### src/rtl/ssd_scan_controller_if.sv
// Display-side bundle for ssd_scan_controller: digit/dp data and load in, anode/cathode drive out.
// brightness exists only when SSD_BRIGHTNESS_EN is defined.
interface ssd_scan_controller_if #(
  parameter int NUM_DIGITS = 4
);
  logic [4*NUM_DIGITS-1:0] digits;
  logic [NUM_DIGITS-1:0]   dp;
  logic                    load;
  logic                    blank_lz;
`ifdef SSD_BRIGHTNESS_EN
  logic [3:0]              brightness;
`endif
  logic [NUM_DIGITS-1:0]   an;
  logic [6:0]              seg;
  logic                    dp_n;
  logic [2:0]              digit_idx;

`ifdef SSD_BRIGHTNESS_EN
  modport master (output digits, dp, load, blank_lz, brightness,
                  input  an, seg, dp_n, digit_idx);
  modport slave  (input  digits, dp, load, blank_lz, brightness,
                  output an, seg, dp_n, digit_idx);
`else
  modport master (output digits, dp, load, blank_lz,
                  input  an, seg, dp_n, digit_idx);
  modport slave  (input  digits, dp, load, blank_lz,
                  output an, seg, dp_n, digit_idx);
`endif
endinterface

### src/rtl/ssd_scan_controller.sv
// Multiplexed 7-segment scan controller; an/seg/dp_n registered, 1 clk after digit_idx/shadow state.
// No backpressure. Define SSD_BRIGHTNESS_EN to add 4-bit anode PWM (brightness input).
module ssd_scan_controller #(
  parameter int NUM_DIGITS    = 4,
  parameter int SCAN_DIV_BITS = 18
) (
  input logic                    clk,
  input logic                    reset,
  ssd_scan_controller_if.slave   bus
);
  localparam logic [2:0] LAST_IDX = 3'(NUM_DIGITS - 1);

  logic [SCAN_DIV_BITS-1:0] prescaler;
  logic                     tick;
  logic [2:0]               digit_idx;
  logic [4*NUM_DIGITS-1:0]  shadow_digits;
  logic [NUM_DIGITS-1:0]    shadow_dp;

  logic [31:0] digits_pad;
  logic [7:0]  dp_pad;
  logic [7:0]  zero_from;
  logic        zero_run;
  logic [3:0]  nibble;
  logic        blank;
  logic [7:0]  an_sel;
  logic        an_en;

  logic [NUM_DIGITS-1:0] an_q;
  logic [6:0]            seg_q;
  logic                  dp_n_q;

  function automatic logic [6:0] decode(input logic [3:0] n);
    logic [6:0] s;
    case (n)
      4'h0: s = 7'b0000001;
      4'h1: s = 7'b1001111;
      4'h2: s = 7'b0010010;
      4'h3: s = 7'b0000110;
      4'h4: s = 7'b1001100;
      4'h5: s = 7'b0100100;
      4'h6: s = 7'b0100000;
      4'h7: s = 7'b0001111;
      4'h8: s = 7'b0000000;
      4'h9: s = 7'b0000100;
      4'hA: s = 7'b0001000;
      4'hB: s = 7'b1100000;
      4'hC: s = 7'b0110001;
      4'hD: s = 7'b1000010;
      4'hE: s = 7'b0110000;
      default: s = 7'b0111000;
    endcase
    return s;
  endfunction

  assign tick = &prescaler;

  always_ff @(posedge clk) begin
    if (reset) begin
      prescaler     <= '0;
      digit_idx     <= 3'd0;
      shadow_digits <= '0;
      shadow_dp     <= '0;
    end else begin
      prescaler <= prescaler + 1'b1;
      if (tick)
        digit_idx <= (digit_idx == LAST_IDX) ? 3'd0 : digit_idx + 3'd1;
      if (bus.load) begin
        shadow_digits <= bus.digits;
        shadow_dp     <= bus.dp;
      end
    end
  end

  // Pad to the 8-digit maximum so digit_idx indexes without width games.
  always_comb begin
    digits_pad = 32'(shadow_digits);
    dp_pad     = 8'(shadow_dp);
    nibble     = digits_pad[{digit_idx, 2'b00} +: 4];
    zero_run   = 1'b1;
    zero_from  = '0;
    for (int i = 7; i >= 0; i--) begin
      zero_run     = zero_run && (digits_pad[4*i +: 4] == 4'd0);
      zero_from[i] = zero_run;
    end
    blank  = bus.blank_lz && (digit_idx != 3'd0) && zero_from[digit_idx];
    an_sel = ~(8'd1 << digit_idx);
`ifdef SSD_BRIGHTNESS_EN
    an_en  = (prescaler[3:0] <= bus.brightness);
`else
    an_en  = 1'b1;
`endif
  end

  always_ff @(posedge clk) begin
    if (reset) begin
      an_q   <= '1;
      seg_q  <= 7'b1111111;
      dp_n_q <= 1'b1;
    end else begin
      an_q   <= an_en ? an_sel[NUM_DIGITS-1:0] : '1;
      seg_q  <= blank ? 7'b1111111 : decode(nibble);
      dp_n_q <= ~dp_pad[digit_idx];
    end
  end

  assign bus.an        = an_q;
  assign bus.seg       = seg_q;
  assign bus.dp_n      = dp_n_q;
  assign bus.digit_idx = digit_idx;
endmodule

### src/flat_wrapper.sv
// flat-port wrapper written by rule: the top's interface ports become plain ports
module ssd_scan_controller_flat 
#(
  parameter int NUM_DIGITS    = 4,
  parameter int SCAN_DIV_BITS = 18
)
  (clk, reset, bus_digits, bus_dp, bus_load, bus_blank_lz, bus_an, bus_seg, bus_dp_n, bus_digit_idx);
  ssd_scan_controller_if #(.NUM_DIGITS(NUM_DIGITS)) bus_i ();
  input logic clk;
  input logic reset;
  input wire logic [$bits(bus_i.digits)-1:0] bus_digits;
  input wire logic [$bits(bus_i.dp)-1:0] bus_dp;
  input wire logic [$bits(bus_i.load)-1:0] bus_load;
  input wire logic [$bits(bus_i.blank_lz)-1:0] bus_blank_lz;
  output wire logic [$bits(bus_i.an)-1:0] bus_an;
  output wire logic [$bits(bus_i.seg)-1:0] bus_seg;
  output wire logic [$bits(bus_i.dp_n)-1:0] bus_dp_n;
  output wire logic [$bits(bus_i.digit_idx)-1:0] bus_digit_idx;
  assign bus_i.digits = bus_digits;
  assign bus_i.dp = bus_dp;
  assign bus_i.load = bus_load;
  assign bus_i.blank_lz = bus_blank_lz;
  assign bus_an = bus_i.an;
  assign bus_seg = bus_i.seg;
  assign bus_dp_n = bus_i.dp_n;
  assign bus_digit_idx = bus_i.digit_idx;
  ssd_scan_controller #(.NUM_DIGITS(NUM_DIGITS), .SCAN_DIV_BITS(SCAN_DIV_BITS)) u_core (.clk(clk), .reset(reset), .bus(bus_i));
endmodule
### config.mk
export PLATFORM = sky130hd
export DESIGN_NAME = ssd_scan_controller_flat
export DESIGN_NICKNAME = d
export VERILOG_FILES = /design/src/rtl/ssd_scan_controller_if.sv /design/src/rtl/ssd_scan_controller.sv /design/src/flat_wrapper.sv
export SDC_FILE = /design/constraint.sdc
export NUM_CORES = 1
export LEC_CHECK = 0
export CAP_MARGIN = 0
export CORE_AREA = 2 2 102 55
export DETAILED_ROUTE_END_ITERATION = 7
export DIE_AREA = 0 0 104 57
export PLACE_DENSITY = 0.73
export SYNTH_ARGS = -nofsm -noshare
export SYNTH_HDL_FRONTEND = slang
export SYNTH_SLANG_ARGS = --single-unit
### constraint.sdc
create_clock -name clk -period 2.7 [get_ports clk]
set_input_delay 0.27 -clock clk [delete_from_list [all_inputs] [get_ports clk]]
set_output_delay 0.27 -clock clk [all_outputs]
set_load 0.1 [all_outputs]
==> flow_summary.toml <==
[grt]
global_route_wire_length_before_repair_um = 8390
grt-busiest-layer = "met1"
grtUsageMet2_pct = 22.3
maximum_number_of_pins_on_one_net_before_global_route_repair = 47
global_route.usage.met3_pct = 5.14
grt_pass1_vias = 1643
antenna_found_initial = 0
gr-total-overflow = 0
use_met1_pct = 28.9
grt_use_total_pct = 17.8

[synthesis]
postSynthRegisterBits = 53
ys_types = 42
synth_mux_area_share_pct = 14.2
ys.warnings.count = 0
synth-simple-area-share_pct = 20.7
synth_adder_area_share_pct = 5.67
post_synth_instance_area_um2 = 2430
post-synth-top-area-fraction_pct = 43.7
syn-mean-instance-area_um2 = 9.48
mappedNetlistNets = 291
yosysSeqAreaShare_pct = 43.7
synthCells = 256
netlist.top_cell.by_area = "dfxtp_1"
synth_area_leaders = "dfxtp_1 (44%), mux2i_1 (9.1%), nor2_1 (6.0%), ha_1 (5.7%), mux4_2 (4.6%)"
synthXorXnorAreaFrac_pct = 4.33
synth_compound_area_share_pct = 7.53
synth_top_family_by_area = "simple AND/OR/NAND/NOR gates"

[power]
seqPwrFrac_pct = 48.6
cell_internal_pwr_w = 0.00127
total_switching_power_w = 0.000444
ir_drop_mv = 0.234
total_leakage_power_nw = 1.16
power.clock.fraction_pct = 37.1
powerDensity_nw_per_um2 = 582
combPwrFrac_pct = 14.3
netSwitchingFraction_pct = 25.8

[route]
drt_wl_total_um = 5160
drc_violations_left = 0
first_iter_violations = 100
firstDrtPassIters = 4
num_vias = 1876
route.detailed.wl_per_inst_um = 14.2
final_antenna_net_count = 0
detail_route.vias_per_cell = 5.15

[placement]
numPlacedInstances = 356
post_detailed_placement_half_perimeter_wirelength_um = 3810
placement.io_buffers = 38
place.gp.congestion = 0.867
placedInstanceArea_um2 = 2820

[timing]
tightest_slew_ps = 467
tns_setup_ps = 0
fin_crit_sh_pct = 83.2
hold_violations = 0
worst_clock_skew_ps = 5.48
rsz0062_at_grt = "no"
setup_violations = 0
fmax_ghz = 0.445
maxSlewHeadroom_pct = 68.6
drv_slew = 0
worst_hold_margin_ps = 456
fin_crit_ps = 2250

[worst_setup_path]
reg2reg_to = "u_core.bus.seg[3]"
rrSetupSlack_ps = 450
worstRegToRegCells = 7
worst-endpoint-required_ps = 2940
critPathMaxFanout = 13
worstPathArrival_ps = 2490
cp-endpoint = "u_core.bus.seg[3]"
setup.worst_path.start_class = "flop"
cp-end-kind = "flop"
critical_path_class = "flop to flop"
crit_path_start = "u_core.bus.digit_idx[0]"
worst_r2r_startpoint = "u_core.bus.digit_idx[0]"

[clock_tree]
tritoncts = "done"
cts_root_buffer = "clkbuf_8"
htree_num_levels = 2
clk_latency_ps = 320
cts.reportedPaths.clkPinSlew_ps = 100
clock-sinks = 53
cts_repair_resize_count = 0
post-cts-setup-buffer-count = 0
hold_buffers = 0
clock_path_buffers = 2
cts_buffers = 5

[cells_and_area]
fin_nets = 325
leading_cell_type_in_the_layout_fill_and_taps_excluded = "dfxtp_1"
areaGrowthSynthToFinish_pct = 21.7
mostFrequentLayoutCells = "dfxtp_1 (52), nor2_1 (39), clkdlybuf4s50_1 (23), mux2i_1 (22), buf_4 (17)"
antenna_cells_inserted = 0
layoutNonFillerInstCount = 364
share_of_final_layout_standard_cells_stronger_than_drive_strength_1_pct = 12.7
stdcell_area_um2 = 2950
post-route-util_pct = 57.5
fillCellCount = 488

[floorplanning]
die_h_um = 57
placement_rows = 19
floorplan.io_pins = 39
core_um2 = 5130
initial_core_util_pct = 47.2
die_width_um = 104
die_area_um2 = 5930

[run_status]
result_of_the_run = "finished, final reports clean"

[min_path]
class_of_the_worst_hold_path = "flop to flop"

[job]
maxCapViolations = 0
## critical path, stage by stage (launching register included)
cell and delay [ps]:
dfxtp_2 530, mux4_2 590, and2_1 220, inv_1 140
ha_1 250, nor2_1 180, a21oi_1 60, o2111ai_1 200
## state kept, by name, indices dropped and copies added (netlist names)
name                  cells
u_core.shadow_dp          4
u_core.bus.digit_idx      3
u_core.bus.seg            7
u_core.shadow_digits     16
u_core.bus.an             4
u_core.prescaler         18
u_core.bus.dp_n           1
## worst min-delay path by stage
| stage | startpoint | endpoint | slack, ps | cells after the start |
|---|---|---|---|---|
| 6_report | u_core.prescaler[0] | u_core.prescaler[0] | 460 | 1 |
| 5_1_grt | u_core.prescaler[0] | u_core.prescaler[0] | 500 | 1 |
| 4_1_cts | u_core.prescaler[0] | u_core.prescaler[0] | 460 | 1 |
| 3_5_place_dp | u_core.prescaler[0] | u_core.prescaler[0] | 450 | 1 |
| 3_3_place_gp | u_core.prescaler[0] | u_core.prescaler[0] | 420 | 1 |
| 2_1_floorplan | u_core.prescaler[0] | u_core.prescaler[0] | 410 | 1 |
## metal layers
layer / up-vias / part of all wire (%)
li1: 961 / -
met1: 862 / 56
met2: 51 / 38
met3: 2 / 6.3
met4: 0 / 0.078
met5: - / 0
## final cells by class
| class | count | area [um2] | area share, % |
|---|---|---|---|
| Multi-Input combinational cell | 181 | 1270 | 43.1 |
| Sequential cell | 53 | 1060 | 36.0 |
| Timing Repair Buffer | 40 | 358 | 12.1 |
| Tap cell | 73 | 91.3 | 3.09 |
| Clock buffer | 5 | 68.8 | 2.33 |
| Clock inverter | 3 | 65.1 | 2.20 |
| Inverter | 9 | 33.8 | 1.14 |
## per-stage QoR
step           worst slack (ps)  total power (W)
2_1_floorplan              60.0          0.00102
3_3_place_gp                609          0.00109
3_5_place_dp                498          0.00110
4_1_cts                     489          0.00173
5_1_grt                     333          0.00177
6_report                    455          0.00172
## cells in the mapped netlist, drive strengths merged
master / instances
or4b: 1
xnor2: 7
o21ai: 3
or3: 2
o211ai: 2
xor2: 5
nand2: 15
nand4: 3
a211o: 1
mux2: 1
nand2b: 3
mux2i: 22
and2: 2
a2bb2oi: 1
and3: 5
ha: 11
nor3: 5
a21oi: 8
clkbuf: 8
nor2: 39
o2111ai: 2
buf: 5
inv: 9
o22ai: 1
or4: 3
mux4: 5
a211oi: 1
nor4: 5
nor2b: 4
dfxtp: 53
o31a: 1
nor3b: 1
nand3: 14
o311ai: 2
or2: 1
o31ai: 5
## power groups by stage
stage | Clock, W | Sequential, W | Combinational [W]
after floorplan | 0 | 0.000926 | 0.0000938
after global placement | 0 | 0.000852 | 0.000242
after detailed placement | 0 | 0.000852 | 0.000245
after CTS | 0.000646 | 0.000834 | 0.000246
after global routing | 0.000671 | 0.000838 | 0.000264
final | 0.000638 | 0.000834 | 0.000246
## cells by family (layout without fill, tap and decap cells)
group / after synthesis / after routing
flip-flops: 53 / 53
AND/OR/NAND/NOR: 103 / 103
AO/OA/AOI/OAI: 27 / 27
buffers and inverters: 22 / 57
adder cells (fa/ha/maj): 11 / 11
multiplexers: 28 / 28
XOR/XNOR: 12 / 12
Note: power is estimated with default switching activity, not from simulation.
